## config.mk

```make
export PLATFORM = sky130hd
export DESIGN_NAME = cpu_load_sequencer
export DESIGN_NICKNAME = d
export VERILOG_FILES = /design/src/rtl/cpu_load_sequencer.sv
export SDC_FILE = /design/constraint.sdc
export NUM_CORES = 1
export LEC_CHECK = 0
export ABC_AREA = 0
export CAP_MARGIN = 20
export CORE_ASPECT_RATIO = 1.4
export CORE_MARGIN = 10
export CORE_UTILIZATION = 36
export DETAILED_ROUTE_END_ITERATION = 10
export PLACE_DENSITY = 0.82
export REMOVE_ABC_BUFFERS = 1
export SYNTH_ARGS = -nofsm -noshare
export SYNTH_HDL_FRONTEND = slang
export SYNTH_SLANG_ARGS = --single-unit
```

## constraint.sdc

```tcl
create_clock -name clk -period 1.7 [get_ports clk]
set_input_delay 0.255 -clock clk [delete_from_list [all_inputs] [get_ports clk]]
set_output_delay 0.255 -clock clk [all_outputs]
set_load 0.02 [all_outputs]
```

## src/rtl/cpu_load_sequencer.sv

```systemverilog
// rtl/cpu_load_sequencer.sv - loads words into instruction memory, then sequences CPU reset, run and halt (optional LOAD_CHECKSUM_EN)
module cpu_load_sequencer #(
    parameter int ADDR_W      = 6,
    parameter int HOLD_CYCLES = 2
) (
    input  logic              clk,
    input  logic              Reset,
    input  logic              LoadInstructions,
    input  logic [31:0]       Instruction,
    input  logic [31:0]       cpu_pc,
    output logic              imem_we,
    output logic [ADDR_W-1:0] imem_addr,
    output logic [31:0]       imem_wdata,
    output logic              cpu_rst,
    output logic              cpu_halt,
    output logic [ADDR_W:0]   instr_count,
    output logic              overflow,
    output logic [1:0]        state,
    output logic [31:0]       checksum
);

    typedef enum logic [1:0] {
        ST_IDLE = 2'b00,
        ST_LOAD = 2'b01,
        ST_HOLD = 2'b10,
        ST_RUN  = 2'b11
    } state_t;

    // Depth is one past the largest word address, so the count needs the extra bit.
    localparam logic [ADDR_W:0] DEPTH     = {1'b1, {ADDR_W{1'b0}}};
    localparam logic [3:0]      HOLD_INIT = 4'(HOLD_CYCLES);

    state_t              state_q, state_d;
    logic                we_q, we_d;
    logic [ADDR_W-1:0]   addr_q, addr_d;
    logic [31:0]         wdata_q, wdata_d;
    logic                rst_q, rst_d;
    logic                halt_q, halt_d;
    logic [ADDR_W:0]     count_q, count_d;
    logic                ovf_q, ovf_d;
    logic [3:0]          hold_q, hold_d;

    // A session start stores its word at address 0; an accept stores at the current count.
    logic                start;
    logic                accept;
    logic [ADDR_W-1:0]   pc_idx;
    logic                pc_past_end;
    logic                unused_pc;

    assign pc_idx      = cpu_pc[ADDR_W+1:2];
    assign pc_past_end = ({1'b0, pc_idx} >= count_q);
    assign unused_pc   = ^{cpu_pc[31:ADDR_W+2], cpu_pc[1:0]};

    // State register and all registered outputs.
    always_ff @(posedge clk or negedge Reset) begin
        if (!Reset) begin
            state_q <= ST_IDLE;
            we_q    <= 1'b0;
            addr_q  <= '0;
            wdata_q <= '0;
            rst_q   <= 1'b1;
            halt_q  <= 1'b0;
            count_q <= '0;
            ovf_q   <= 1'b0;
            hold_q  <= '0;
        end else begin
            state_q <= state_d;
            we_q    <= we_d;
            addr_q  <= addr_d;
            wdata_q <= wdata_d;
            rst_q   <= rst_d;
            halt_q  <= halt_d;
            count_q <= count_d;
            ovf_q   <= ovf_d;
            hold_q  <= hold_d;
        end
    end

    // Next-state logic: session control, write generation, hold countdown and halt detect.
    always_comb begin
        state_d = state_q;
        we_d    = 1'b0;
        addr_d  = addr_q;
        wdata_d = wdata_q;
        rst_d   = rst_q;
        halt_d  = halt_q;
        count_d = count_q;
        ovf_d   = ovf_q;
        hold_d  = hold_q;
        start   = 1'b0;
        accept  = 1'b0;

        case (state_q)
            ST_IDLE: begin
                rst_d  = 1'b1;
                halt_d = 1'b0;
                start  = LoadInstructions;
            end
            ST_LOAD: begin
                if (LoadInstructions) begin
                    if (count_q < DEPTH) begin
                        accept = 1'b1;
                    end else begin
                        ovf_d = 1'b1;
                    end
                end else begin
                    state_d = ST_HOLD;
                    hold_d  = HOLD_INIT;
                end
            end
            ST_HOLD: begin
                if (LoadInstructions) begin
                    start = 1'b1;
                end else if (hold_q <= 4'd1) begin
                    // Counter reaches zero on this edge: release the CPU.
                    hold_d  = '0;
                    state_d = ST_RUN;
                    rst_d   = 1'b0;
                    halt_d  = (count_q == '0);
                end else begin
                    hold_d = hold_q - 4'd1;
                end
            end
            default: begin
                if (LoadInstructions) begin
                    start = 1'b1;
                end else begin
                    rst_d = 1'b0;
                    if (pc_past_end) begin
                        halt_d = 1'b1;
                    end
                end
            end
        endcase

        if (start) begin
            state_d = ST_LOAD;
            rst_d   = 1'b1;
            halt_d  = 1'b0;
            ovf_d   = 1'b0;
            hold_d  = '0;
            we_d    = 1'b1;
            addr_d  = '0;
            wdata_d = Instruction;
            count_d = {{ADDR_W{1'b0}}, 1'b1};
        end else if (accept) begin
            we_d    = 1'b1;
            addr_d  = count_q[ADDR_W-1:0];
            wdata_d = Instruction;
            count_d = count_q + {{ADDR_W{1'b0}}, 1'b1};
        end
    end

`ifdef LOAD_CHECKSUM_EN
    logic [31:0] checksum_q, checksum_d;

    assign checksum_d = start  ? Instruction :
                        accept ? (checksum_q ^ Instruction) :
                                 checksum_q;

    // Running XOR of the words stored in the current session.
    always_ff @(posedge clk or negedge Reset) begin
        if (!Reset) begin
            checksum_q <= '0;
        end else begin
            checksum_q <= checksum_d;
        end
    end

    assign checksum = checksum_q;
`else
    assign checksum = '0;
`endif

    assign imem_we     = we_q;
    assign imem_addr   = addr_q;
    assign imem_wdata  = wdata_q;
    assign cpu_rst     = rst_q;
    assign cpu_halt    = halt_q;
    assign instr_count = count_q;
    assign overflow    = ovf_q;
    assign state       = state_q;

endmodule
```

==> reports/results.ini, run 1 <==
[outcome]
status=finished clean

[clocking]
path_clk_slew_ns=0.10
post-cts-setup-buffers=0
cts_sinks=55
cts_root_buf=clkbuf_8
cts_buffers=5
cts_tree=built
htreeDepth=2
clk_latency_ns=0.31
clock_path_buffers=2

[synthesis]
yosysTopAreaCell=dfrtp_1
ys_ff_latch=55
synth_compound_area_share_pct=8.46
synth_cell_types=45
ys_top_cells_by_count=dfrtp_1 (54), buf_4 (32), nand2_1 (22), mux2_2 (18), nor2_1 (17)
synth-xor-area-share_pct=1.23
synth-seq-area-share_pct=48.5
synthMuxAreaShare_pct=14.4
netlist_area_mm2=0.00284
synth.avg_cell_area_um2=11.4
yosys_most_used_dff=dfrtp_1
yosys_warnings=0
synth_top_area_share_pct=47.6
synth_top_family_by_area=multiplexers
synth_area_leaders=dfrtp_1 (48%), buf_4 (8.5%), mux2_2 (7.1%)
synthAdderAreaFrac_pct=4.41
async_reset_ff_share_pct=100
synth-edff-count=0
synthCells=250
synth-simple-area-share_pct=10.0
synth.most_common_cell=dfrtp_1

[grt]
grt-ovfl-total=0
grt_max_degree=56
antenna_found_initial=0
track_usage_pct=11.7
grt_first_pass_wirelength_mm=11.1
grt_pass1_vias=2142

[sta]
finalCritPeriodShare_pct=97.5
drv_slew=0
finalHoldViolations=0
tns_ns=0
rsz0062_at_grt=yes
hold_slack_ns=0.480
post-route-min-period_ns=1.66
skew_ns=0.00959
max_freq_mhz=603
setup_viol=0

[detailed_routing]
via_per_inst=4.67
ant_nets=0
drt-pass1-iter-count=4
vias=2141
drc_errors=0
drt_iter0_markers=31
wl_per_cell_um=16.0
drt_wl_total_mm=7.33

[setup_path]
start_kind=register
crit_path_end=cpu_halt
reg2regPathDepth=5
critPathKind=register to register
crit_path_max_fanout=4
crit_path_end_kind=register
crit_start=instr_count[0]
reg2reg_from=instr_count[0]
r2r_slack_ns=0.04
arrival_ns=1.89
r2r_end=cpu_halt
cp_data_required_time_ns=1.93

[run]
maxCapViolCount=0

[finish]
final_nets=434
syn2layout_area_growth_pct=38.9
drive_gt1_share_pct=18.4
antenna_cells=0

[hold_path]
hp-class=input pin to async pin

[die]
die-area_mm2=0.0119
initial_core_util_pct=36.9
io_pins=150
placement_rows=38
die_y_um=125
coreArea_mm2=0.00770
die_w_um=95.1

[pwr]
powerDensity_mw_per_mm2=867
p_leak_uw=0.00184
ir_drop_mv=0.366

[placement]
dp_hpwl_mm=5.70
io_buffer_count=91
gp_congestion=0.865

[state kept, by name (all words and copies together), names as in the netlist]
signal	count
instr_count	7
cpu_rst	1
overflow	1
imem_addr	6
imem_we	1
cpu_halt	1
state	2
imem_wdata	32
hold_q	4
[final cells by class]
cell class                      count  area (µm²)
Inverter                           12        45.0
Fill cell                         707        3760
Multi-Input combinational cell    172        1220
Clock buffer                        5        68.8
Clock inverter                      3        18.8
Timing Repair Buffer              111        1090
Tap cell                          100         125
Sequential cell                    55        1380
[metrics by stage]
step / worst slack (ns) / instances / area, µm² / power, µW / utilization [%]
after floorplan: -0.286 / 239 / 2640 / 2160 / -
after global placement: -0.330 / 449 / 3840 / 2690 / 49.8
after detailed placement: -0.363 / 449 / 3840 / 2730 / 49.8
after CTS: 0.00224 / 458 / 3930 / 3460 / 51.0
after global routing: -0.0328 / 458 / 3950 / 3640 / 51.2
final: 0.0424 / 458 / 3950 / 3420 / 51.2
[repair_timing]
item	CTS	global route
hold buffers	1	0
endpoints found under the setup margin	7	6
gates resized for setup	8	6
pin swaps	2	0
endpoints found under the hold margin	54	0
[critical path, cell delays in order (launching register included)]
cell and delay (ns):
dfrtp_1 0.43, ha_1 0.27, nand2b_1 0.14, a211o_1 0.27
a2111o_1 0.36, o211ai_1 0.10
[placed cells by master, fill, tap and decap left out, types with 2 or more instances in the layout]
master            n
a211o_1           2
buf_12            2
nand2b_1          4
nor3_1            3
xnor2_1           4
clkbuf_8          5
inv_1            12
ha_1             10
conb_1           32
mux2_4           13
and3_1            2
a21oi_1          12
buf_4            17
clkinv_2          2
a31oi_1           3
mux2_2           18
dfrtp_2           2
o22ai_1           2
nor2_1           17
o21ai_0           3
o211ai_1          2
dlymetal6s2s_1    4
dlygate4sd2_1     6
dfrtp_1          52
clkdlybuf4s50_1  80
nand2_1          22
[kinds of logic after synthesis]
| logic type | Yosys count |
|---|---|
| AND/OR/NAND/NOR | 59 |
| flip-flops | 55 |
| buffers and inverters | 54 |
| AO/OA/AOI/OAI | 35 |
| multiplexers | 32 |
| adder cells (fa/ha/maj) | 10 |
| XOR/XNOR | 4 |
| other | 1 |
[worst min path at each step]
| stage | from | endpoint | slack, ns | depth (start not counted) |
|---|---|---|---|---|
| 5_1_grt | Reset | imem_wdata[14] | 0.50 | 3 |
| 3_5_place_dp | Reset | imem_wdata[14] | 0.28 | 2 |
| 3_3_place_gp | Reset | imem_wdata[20] | 0.27 | 2 |
| 6_report | Reset | overflow | 0.48 | 3 |
| 4_1_cts | Reset | state[0] | 0.48 | 3 |
| 2_1_floorplan | Reset | cpu_halt | -0.04 | 0 |
[report_power, final]
part | internal, µW | switching, µW
Sequential | 1450 | 102
Clock | 291 | 434
Combinational | 553 | 589
[routing by layer]
metal | share of wire, % | GRT usage, %
met4 | 1.3 | 3.45
met3 | 9.5 | 4.25
met5 | 0 | 0
met2 | 49 | 20.4
met1 | 40 | 12.9
No activity file was read; power rests on OpenSTA's default activity.
==> run 2: changes to the inputs <==
- MAX_ROUTING_LAYER: unset -> met4
==> run 2 against run 1 <==
Design area is the same; count of clock-buffer cells in the layout is the same; global-route usage grew 0.33 points; fmax is essentially flat; sequential cell count is the same; hold slack lost 0.0014 ns; worst setup slack is essentially flat; first-iteration DRC count shrank 39%; core utilization is the same; via count shrank 0.14%.
==> reports/results.ini, run 2 (synthesized netlist as in run 1, its figures left out) <==
[die]
initial_core_util_pct=36.9  ; unchanged
io_pins=150  ; unchanged
die_y_um=125  ; unchanged
die-area_mm2=0.0119  ; unchanged
coreArea_mm2=0.00770  ; unchanged
placement_rows=38  ; unchanged
die_w_um=95.1  ; unchanged

[pwr]
power_frac_seq_pct=45.5  ; about the same
switching_share_pct=32.9  ; about the same
p_switching_uw=1120  ; about the same
powerDensity_mw_per_mm2=867  ; about the same
p_leak_uw=0.00184  ; unchanged
p_int_uw=2300  ; about the same
comb_power_share_pct=33.3  ; about the same
p_clk_share_pct=21.2  ; about the same
ir_drop_mv=0.367  ; about the same

[sta]
fin_ws_ns=0.0423  ; -0.000102 ns
finalHoldViolations=0  ; unchanged
skew_ns=0.00960  ; +0.0000183 ns
post-route-min-period_ns=1.66  ; +0.000102 ns
rsz0062_at_grt=yes
max_freq_mhz=603  ; about the same
tns_ns=0  ; unchanged
finalCritPeriodShare_pct=97.5  ; about the same
drv_slew=0  ; unchanged
setup_viol=0  ; unchanged

[clocking]
htreeDepth=2  ; unchanged
cts_tree=built
cts_buffers=5  ; unchanged
path_clk_slew_ns=0.10  ; about the same
clock_path_buffers=2  ; unchanged
cts_root_buf=clkbuf_8
cts_sinks=55  ; unchanged
clk_latency_ns=0.31  ; about the same

[placement]
gp_congestion=0.879  ; +1.6%
dp_slack_ns=-0.363  ; unchanged
postPlaceCellArea_mm2=0.00384  ; unchanged
io_buffer_count=91  ; unchanged
dp_hpwl_mm=5.70  ; unchanged

[finish]
largest_reg_flops=32  ; unchanged
final_common_cell=clkdlybuf4s50_1
antenna_cells=0  ; unchanged
syn2layout_area_growth_pct=38.9  ; unchanged
layout_common_cells=clkdlybuf4s50_1 (80), dfrtp_1 (52), conb_1 (32)
regArea_mm2=0.00138  ; unchanged
utilization_pct=51.2  ; unchanged
multiInputGateArea_mm2=0.00122  ; unchanged
fillCellCount=707  ; unchanged
drive_gt1_share_pct=18.4  ; unchanged
fin_area_mm2=0.00395  ; unchanged
final_nets=434  ; unchanged

[setup_path]
arrival_ns=1.89  ; about the same
cp_data_required_time_ns=1.93  ; about the same
start_kind=register
critPathKind=register to register
crit_path_end_kind=register
crit_path_max_fanout=4  ; unchanged
reg2regPathDepth=5  ; unchanged

[detailed_routing]
wl_per_cell_um=16.0  ; -0.20%
ant_nets=0  ; unchanged
drt-pass1-iter-count=4  ; unchanged
via_per_inst=4.67  ; -0.14%
vias=2138  ; -0.14%
drt_wl_total_mm=7.32  ; -0.20%
drt_iter0_markers=19  ; -39%
drc_errors=0  ; unchanged

[outcome]
status=finished clean

[grt]
grt_max_degree=56  ; unchanged
grt-ovfl-total=0  ; unchanged
grt_first_pass_wirelength_mm=11.2  ; about the same
track_usage_pct=12.1  ; +0.33 points
antenna_found_initial=0  ; unchanged
grt_pass1_vias=2138  ; -0.19%

[run]
maxCapViolCount=0  ; unchanged

[hold_path]
hp-class=input pin to async pin

[run 2: cell counts in the layout (fill, tap and decap cells not counted)]
No cell type changed its count.
[run 2: path summary, 6_finish.rpt]
check                               start              to  slack, ns
min                                 Reset  imem_wdata[14]       0.48
min reg2reg                     hold_q[3]       hold_q[3]       0.50
min in group clk                hold_q[3]       hold_q[3]       0.50
max in group asynchronous           Reset         cpu_rst       0.95
max                        instr_count[0]        cpu_halt       0.04
max reg2reg                instr_count[0]        cpu_halt       0.04
[run 2: layout make-up]
class	instances	share of cell area (%)
clock buffer	5	1.74
tap	100	3.17
sequential	55	35.0
inverter	12	1.14
multi-input combinational	172	31.0
clock inverter	3	0.476
timing repair buffer	111	27.5
[run 2: metrics by stage]
step / power [µW] / instances / hold slack [ns]
5_1_grt: 3640 / 458 / 0.496
2_1_floorplan: 2160 / 239 / -0.0406
3_5_place_dp: 2730 / 449 / 0.277
4_1_cts: 3460 / 458 / 0.479
6_report: 3420 / 458 / 0.479
3_3_place_gp: 2690 / 449 / 0.274
[run 2: repair_timing]
item                       4_1_cts  5_1_grt
hold endpoints to repair        54        0
setup buffers                    0        0
resized for setup                8        6
pin swaps                        2        0
setup endpoints to repair        7        6
hold buffers                     1        0
[run 2: critical path, stage by stage, from the launching register on]
cell and delay (ns):
dfrtp_1 0.43, ha_1 0.27, nand2b_1 0.14, a211o_1 0.27, a2111o_1 0.36, o211ai_1 0.10
[run 2: layer usage]
metal	wire length [µm]	global-route usage [%]	up-vias
li1	-	-	1002
met1	2960	13.4	1033
met2	3620	20.3	96
met5	0	-	-
met4	93	3.45	0
met3	646	3.53	7
[run 2: power groups by stage]
stage               logic [µW]  registers, µW  clock network [µW]
detailed placement        1150           1580                   0
CTS                       1140           1560                 764
global placement          1120           1570                   0
global route              1240           1580                 821
finish                    1140           1560                 726
floorplan                  432           1730                   0
